==> src/rtl/fm_modulator_if.sv <==
// Audio sample stream into the FM modulator: one signed 16-bit sample per
// valid/ready transfer.
interface fm_modulator_if;
    logic [15:0] audio_data;
    logic        audio_valid;
    logic        audio_ready;

    modport master (output audio_data, output audio_valid, input audio_ready);
    modport slave  (input audio_data, input audio_valid, output audio_ready);
endinterface

==> src/rtl/fm_modulator.sv <==
// FM transmit modulator: buffered audio scales a deviation term added to the
// carrier word, driving a phase accumulator and a quarter-wave sine LUT.
module fm_modulator #(
    parameter int PHASE_W   = 32,
    parameter int LUT_AW    = 8,
    parameter int OUT_W     = 16,
    parameter int RATE      = 64,
    parameter int DEV_SHIFT = 8
) (
    input  logic               sys_clk,
    input  logic               sys_rst,
    input  logic               enable,
    input  logic [PHASE_W-1:0] fcw_carrier,
    input  logic [15:0]        dev_gain,
    fm_modulator_if.slave      audio,
    output logic [OUT_W-1:0]   mod_out,
    output logic               mod_valid,
    output logic               underrun
);
    localparam int CNT_W = (RATE > 2) ? $clog2(RATE) : 1;
    localparam int LUT_N = 2 ** LUT_AW;
    localparam logic [CNT_W-1:0] CNT_LAST = CNT_W'(RATE - 1);

    typedef enum logic { IDLE, RUN } state_e;

    // Quarter-wave table, offset by half a step so no entry is zero.
    function automatic int lut_entry(input int idx);
        real amp, ang;
        amp = $itor((2 ** (OUT_W - 1)) - 1);
        ang = 2.0 * 3.14159265358979 * ($itor(idx) + 0.5) / $itor(2 ** (LUT_AW + 2));
        return $rtoi(amp * $sin(ang) + 0.5);
    endfunction

    logic [OUT_W-1:0] lut_rom [LUT_N];
    for (genvar g = 0; g < LUT_N; g++) begin : g_lut
        localparam int ENTRY = lut_entry(g);
        assign lut_rom[g] = OUT_W'(ENTRY);
    end

    state_e              state_q, state_d;
    logic                buf_full_q, buf_full_d;
    logic [15:0]         buf_data_q, buf_data_d;
    logic signed [15:0]  cur_sample_q, cur_sample_d;
    logic [CNT_W-1:0]    cnt_q, cnt_d;
    logic                underrun_q, underrun_d;
    logic [PHASE_W-1:0]  fw_q, fw_d;
    logic [PHASE_W-1:0]  phase_q, phase_d;
    logic [1:0]          quad_q, quad_d;
    logic [LUT_AW-1:0]   addr_q, addr_d;
    logic                v1_q, v1_d, v2_q, v2_d;
    logic [OUT_W-1:0]    mod_out_q, mod_out_d;
    logic                mod_valid_q, mod_valid_d;

    logic signed [32:0]  prod, dev_sh;
    logic [PHASE_W-1:0]  dev_ext;
    logic [LUT_AW-1:0]   lut_addr;
    logic [OUT_W-1:0]    lut_val;

    always_comb begin
        // NOTE: every variable gets a default first, so no path through the
        // block leaves one unassigned and no latch is inferred.
        state_d      = state_q;
        buf_full_d   = buf_full_q;
        buf_data_d   = buf_data_q;
        cur_sample_d = cur_sample_q;
        cnt_d        = cnt_q;
        underrun_d   = underrun_q;

        prod    = 33'(cur_sample_q) * 33'($signed({1'b0, dev_gain}));
        dev_sh  = prod >>> DEV_SHIFT;
        dev_ext = PHASE_W'(dev_sh);

        // Accept is exclusive with consume: it needs the buffer empty.
        if (audio.audio_valid && !buf_full_q) begin
            buf_full_d = 1'b1;
            buf_data_d = audio.audio_data;
        end

        if (state_q == IDLE) begin
            fw_d         = '0;
            phase_d      = '0;
            cur_sample_d = '0;
            cnt_d        = '0;
            if (enable && buf_full_q) begin
                state_d      = RUN;
                cur_sample_d = buf_data_q;
                buf_full_d   = 1'b0;
            end
        end else begin
            fw_d    = fcw_carrier + dev_ext;
            phase_d = phase_q + fw_q;
            if (!enable) begin
                state_d = IDLE;
            end else if (cnt_q == CNT_LAST) begin
                cnt_d = '0;
                if (buf_full_q) begin
                    cur_sample_d = buf_data_q;
                    buf_full_d   = 1'b0;
                end else begin
                    underrun_d = 1'b1;
                end
            end else begin
                cnt_d = cnt_q + 1'b1;
            end
        end

        quad_d = phase_q[PHASE_W-1 -: 2];
        addr_d = phase_q[PHASE_W-3 -: LUT_AW];
        v1_d   = (state_q == RUN);
        v2_d   = v1_q;

        lut_addr    = quad_q[0] ? ~addr_q : addr_q;
        lut_val     = lut_rom[lut_addr];
        mod_out_d   = v2_q ? (quad_q[1] ? -lut_val : lut_val) : '0;
        mod_valid_d = v2_q;
    end

    always_ff @(posedge sys_clk) begin
        // NOTE: non-blocking assignments so every flop samples the pre-edge
        // value of the others, independent of statement order.
        if (sys_rst) begin
            state_q      <= IDLE;
            buf_full_q   <= 1'b0;
            buf_data_q   <= '0;
            cur_sample_q <= '0;
            cnt_q        <= '0;
            underrun_q   <= 1'b0;
            fw_q         <= '0;
            phase_q      <= '0;
            quad_q       <= '0;
            addr_q       <= '0;
            v1_q         <= 1'b0;
            v2_q         <= 1'b0;
            mod_out_q    <= '0;
            mod_valid_q  <= 1'b0;
        end else begin
            state_q      <= state_d;
            buf_full_q   <= buf_full_d;
            buf_data_q   <= buf_data_d;
            cur_sample_q <= cur_sample_d;
            cnt_q        <= cnt_d;
            underrun_q   <= underrun_d;
            fw_q         <= fw_d;
            phase_q      <= phase_d;
            quad_q       <= quad_d;
            addr_q       <= addr_d;
            v1_q         <= v1_d;
            v2_q         <= v2_d;
            mod_out_q    <= mod_out_d;
            mod_valid_q  <= mod_valid_d;
        end
    end

    assign audio.audio_ready = !buf_full_q;
    assign mod_out           = mod_out_q;
    assign mod_valid         = mod_valid_q;
    assign underrun          = underrun_q;
endmodule

==> src/flat_wrapper.sv <==
// flat-port wrapper written by rule: the top's interface ports become plain ports
module fm_modulator_flat 
#(
    parameter int PHASE_W   = 32,
    parameter int LUT_AW    = 8,
    parameter int OUT_W     = 16,
    parameter int RATE      = 64,
    parameter int DEV_SHIFT = 8
)
  (sys_clk, sys_rst, enable, fcw_carrier, dev_gain, mod_out, mod_valid, underrun, audio_audio_data, audio_audio_valid, audio_audio_ready);
  fm_modulator_if audio_i ();
  input  logic sys_clk;
  input  logic sys_rst;
  input  logic enable;
  input  logic [PHASE_W-1:0] fcw_carrier;
  input  logic [15:0] dev_gain;
  output logic [OUT_W-1:0] mod_out;
  output logic mod_valid;
  output logic underrun;
  input wire logic [$bits(audio_i.audio_data)-1:0] audio_audio_data;
  input wire logic [$bits(audio_i.audio_valid)-1:0] audio_audio_valid;
  output wire logic [$bits(audio_i.audio_ready)-1:0] audio_audio_ready;
  assign audio_i.audio_data = audio_audio_data;
  assign audio_i.audio_valid = audio_audio_valid;
  assign audio_audio_ready = audio_i.audio_ready;
  fm_modulator #(.PHASE_W(PHASE_W), .LUT_AW(LUT_AW), .OUT_W(OUT_W), .RATE(RATE), .DEV_SHIFT(DEV_SHIFT)) u_core (.sys_clk(sys_clk), .sys_rst(sys_rst), .enable(enable), .fcw_carrier(fcw_carrier), .dev_gain(dev_gain), .audio(audio_i), .mod_out(mod_out), .mod_valid(mod_valid), .underrun(underrun));
endmodule
==> config.mk <==
export PLATFORM = sky130hd
export DESIGN_NAME = fm_modulator_flat
export DESIGN_NICKNAME = d
export VERILOG_FILES = /design/src/rtl/fm_modulator_if.sv /design/src/rtl/fm_modulator.sv /design/src/flat_wrapper.sv
export SDC_FILE = /design/constraint.sdc
export NUM_CORES = 1
export LEC_CHECK = 0
export CAP_MARGIN = 0
export CORE_MARGIN = 2
export CORE_UTILIZATION = 45
export CTS_BUF_LIST = sky130_fd_sc_hd__clkbuf_4
export CTS_CLUSTER_SIZE = 16
export DETAILED_ROUTE_END_ITERATION = 6
export PLACE_DENSITY = 0.71
export SYNTH_ARGS = -nofsm -noshare
export SYNTH_HDL_FRONTEND = slang
export SYNTH_SLANG_ARGS = --single-unit
==> constraint.sdc <==
create_clock -name sys_clk -period 9.61 [get_ports sys_clk]
set_clock_uncertainty 0.2 [all_clocks]
set_input_delay 0.961 -clock sys_clk [delete_from_list [all_inputs] [get_ports sys_clk]]
set_output_delay 0.961 -clock sys_clk [all_outputs]
set_load 0.01 [all_outputs]
==> qor.yml <==
grt_overflow_total: 0
cts_resized: 0
layout.cells.non_filler: 3606
wl_per_cell_um: 27.1
reg2reg_from: "u_core.cur_sample_q[2]"
arrival_ps: 9170
yosysTopAreaCellShare_pct: 17.5
core_area_mm2: 0.0502
layout_min_cycle_time_ps: 8830
netlist-cell-type-count: 112
synthesis.instances: 2929
cpMostUsedCell: "fa_1"
synth_edf_count: 0
ioPinCount: 87
clk_latency_ps: 680
irDropWorstVdd_uv: 96.8
post-route-util_pct: 48.7
synth_area_leader_cell: "fa_1"
cts.sinks: 134
p_int_w: 0.000807
antenna_found_initial: 9
ys_ff_latch: 134
ant_nets: 0
pwr-share-seq_pct: 48.2
clkPwrFrac_pct: 34.8
rows: 82
fin_crit_sh_pct: 91.8
synth_fp_nets: 3415
max_stage_delay_ps: 830
stdcell_area_mm2: 0.0245
powerDensity_mw_per_mm2: 48.3
grt_max_degree: 150
finalSetupViolations: 0
place_inst: 3568
total_power_w: 0.00118
numPortBuffers: 86
syn_to_final_growth_pct: 7.07
relSlewSlack_pct: 23.4
fill_cells: 4934
critPathTopFamily: "adder cells"
hold_class: "reg2reg"
required_ps: 9950
multi_input_area_mm2: 0.0181
r2r_slack_ps: 830
gp_congestion: 1.11
synthArstFlopShare_pct: 0
worst-path-max-fanout: 12
die_w_um: 229
ys_top_cells_by_area: "fa_1, ha_1, dfxtp_1"
layout.nets: 3401
dr.pass1.iters: 7
crit_slowest_cell: "clkdlybuf4s50_1"
hold_violations: 0
viasPerCell: 6.44
worstSetupStartpointType: "primary input"
maxCapViolations: 0
track_usage_pct: 37.0
p_sw_share_pct: 31.7
placed_area_mm2: 0.0241
status: "finished, final reports clean"
initial_core_util_pct: 45.5
max-clock-path-buffers: 2
numCtsBuffers: 17
root_buffer: "clkbuf_4"
yosys_most_used_dff: "dfxtp_1"
clock.fmax_mhz: 113
htreeDepth: 4
hold_depth: 1
grt_pass1_vias: 22800
syn_area_mm2: 0.0228
drive_gt1_share_pct: 6.08
layout_commonest_cell: "nand2_1"
num_vias: 23200
power_frac_comb_pct: 17.0
grt_pass1_wl_um: 145000
seq_area_mm2: 0.00269
cp_num_buf_inv: 5
drv_slew: 0
hpwl_um: 74100
critPathKind: "in2reg"
path_clk_slew_ps: 140
synth_area_per_cell_um2: 7.80
drt_iter0_drc: 2830
route.detailed.drc: 0
hold_end: "u_core.mod_valid_d"
die_h_um: 229
worstMarginPinSlew_ps: 1150
rsz0062_at_grt: "no"
die_area_mm2: 0.0526
timing.reg2reg.worst_path_depth: 30
post_cts_buffers: 0
synth.yosys.seq_area_share_pct: 11.7
final_cell_mix: "nand2_1, inv_1, ha_1, nor2_1, a21oi_1"
ys_warn_count: 0
crit_path_end_kind: "flop"
worstHoldStart: "u_core.v1_q"
cts_hold_buffers: 0
r2r_end: "u_core.fw_q[30]"
p_switching_w: 0.000375
tns_ps: 0
p_leak_nw: 11.1
wl_um: 97900
cts_tree: "built"
==> logic make-up (layout without fill, tap and decap cells) <==
logic type / after synthesis / count (layout) / share of synthesized area, %
other cells: 0 / 6 / 0
buf+inv: 488 / 487 / 9.30
xor+xnor: 94 / 94 / 3.82
compound gates: 795 / 795 / 23.3
mux: 21 / 21 / 1.09
simple gates: 979 / 979 / 21.3
flops: 134 / 134 / 11.7
fa+ha+maj: 418 / 418 / 29.5
==> cells in the mapped netlist, types with 7 or more instances <==
| library cell | count |
|---|---|
| a2111oi_0 | 7 |
| a211oi_1 | 30 |
| a21boi_0 | 9 |
| a21o_1 | 49 |
| a21oi_1 | 205 |
| a221o_1 | 8 |
| a221oi_1 | 18 |
| a22oi_1 | 24 |
| a311oi_1 | 7 |
| a31oi_1 | 24 |
| a32o_1 | 7 |
| and2_1 | 133 |
| and3_1 | 20 |
| buf_2 | 45 |
| buf_4 | 15 |
| buf_6 | 18 |
| clkbuf_1 | 107 |
| dfxtp_1 | 134 |
| fa_1 | 200 |
| ha_1 | 218 |
| inv_1 | 287 |
| mux2i_1 | 17 |
| nand2_1 | 303 |
| nand2b_1 | 64 |
| nand3_1 | 52 |
| nand3b_1 | 7 |
| nand4_1 | 17 |
| nor2_1 | 206 |
| nor2b_1 | 43 |
| nor3_1 | 43 |
| nor3b_1 | 16 |
| nor4_1 | 12 |
| o2111ai_1 | 12 |
| o211ai_1 | 34 |
| o21a_1 | 20 |
| o21ai_0 | 157 |
| o21bai_1 | 15 |
| o221ai_1 | 18 |
| o22ai_1 | 38 |
| o31ai_1 | 12 |
| o32ai_1 | 8 |
| or2_2 | 16 |
| xnor2_1 | 52 |
| xor2_1 | 37 |
==> area by class of cell <==
| cell class | instances | share of cell area [%] |
|---|---|---|
| Multi-Input combinational cell | 2307 | 73.9 |
| Clock buffer | 17 | 0.522 |
| Timing Repair Buffer | 160 | 5.82 |
| Sequential cell | 134 | 11.0 |
| Antenna cell | 6 | 0.0614 |
| Clock inverter | 15 | 0.686 |
| Inverter | 295 | 4.53 |
| Tap cell | 672 | 3.44 |
==> state kept, by name (all words and copies together) (netlist names) <==
name,count
u_core.quad_q,2
u_core.v1_q,1
u_core.addr_q,8
u_core.mod_valid,1
u_core.phase_q,32
u_core.cur_sample_q,16
u_core.mod_out,16
u_core.state_q,1
u_core.buf_full_q,1
u_core.fw_q,32
u_core.buf_data_q,16
u_core.cnt_q,6
u_core.underrun,1
u_core.mod_valid_d,1
==> stage by stage <==
stage,setup slack (ps),hold slack [ps]
3_5_place_dp,140,248
2_1_floorplan,1140,214
6_report,784,261
5_1_grt,395,271
3_3_place_gp,209,219
4_1_cts,885,257
==> power by group through the flow <==
stage	Sequential [W]	Clock [W]	Combinational, W
floorplan	0.000579	0	0.000116
global placement	0.000581	0	0.000194
detailed placement	0.000582	0	0.000198
CTS	0.000570	0.000423	0.000199
global route	0.000571	0.000448	0.000220
finish	0.000570	0.000412	0.000201
==> per-layer routing <==
| metal | global-route usage (%) | up-vias | wire, µm |
|---|---|---|---|
| met5 | 0 | - | 0 |
| li1 | - | 10100 | - |
| met3 | 9.38 | 340 | 10700 |
| met4 | 20.2 | 0 | 6080 |
| met1 | 47.1 | 11400 | 38100 |
| met2 | 57.2 | 1400 | 42900 |
==> how the worst max path moves through the flow <==
stage,from,endpoint,slack [ps],cells after the start
after floorplan,dev_gain[10],u_core.fw_q[31],1140,32
after global placement,dev_gain[7],u_core.fw_q[31],210,33
after detailed placement,dev_gain[7],u_core.fw_q[30],140,32
after CTS,u_core.cur_sample_q[2],u_core.fw_q[30],880,30
after global routing,u_core.cur_sample_q[2],u_core.fw_q[31],390,31
final,dev_gain[13],u_core.fw_q[30],780,31
Power figures use the tool's default switching activity.
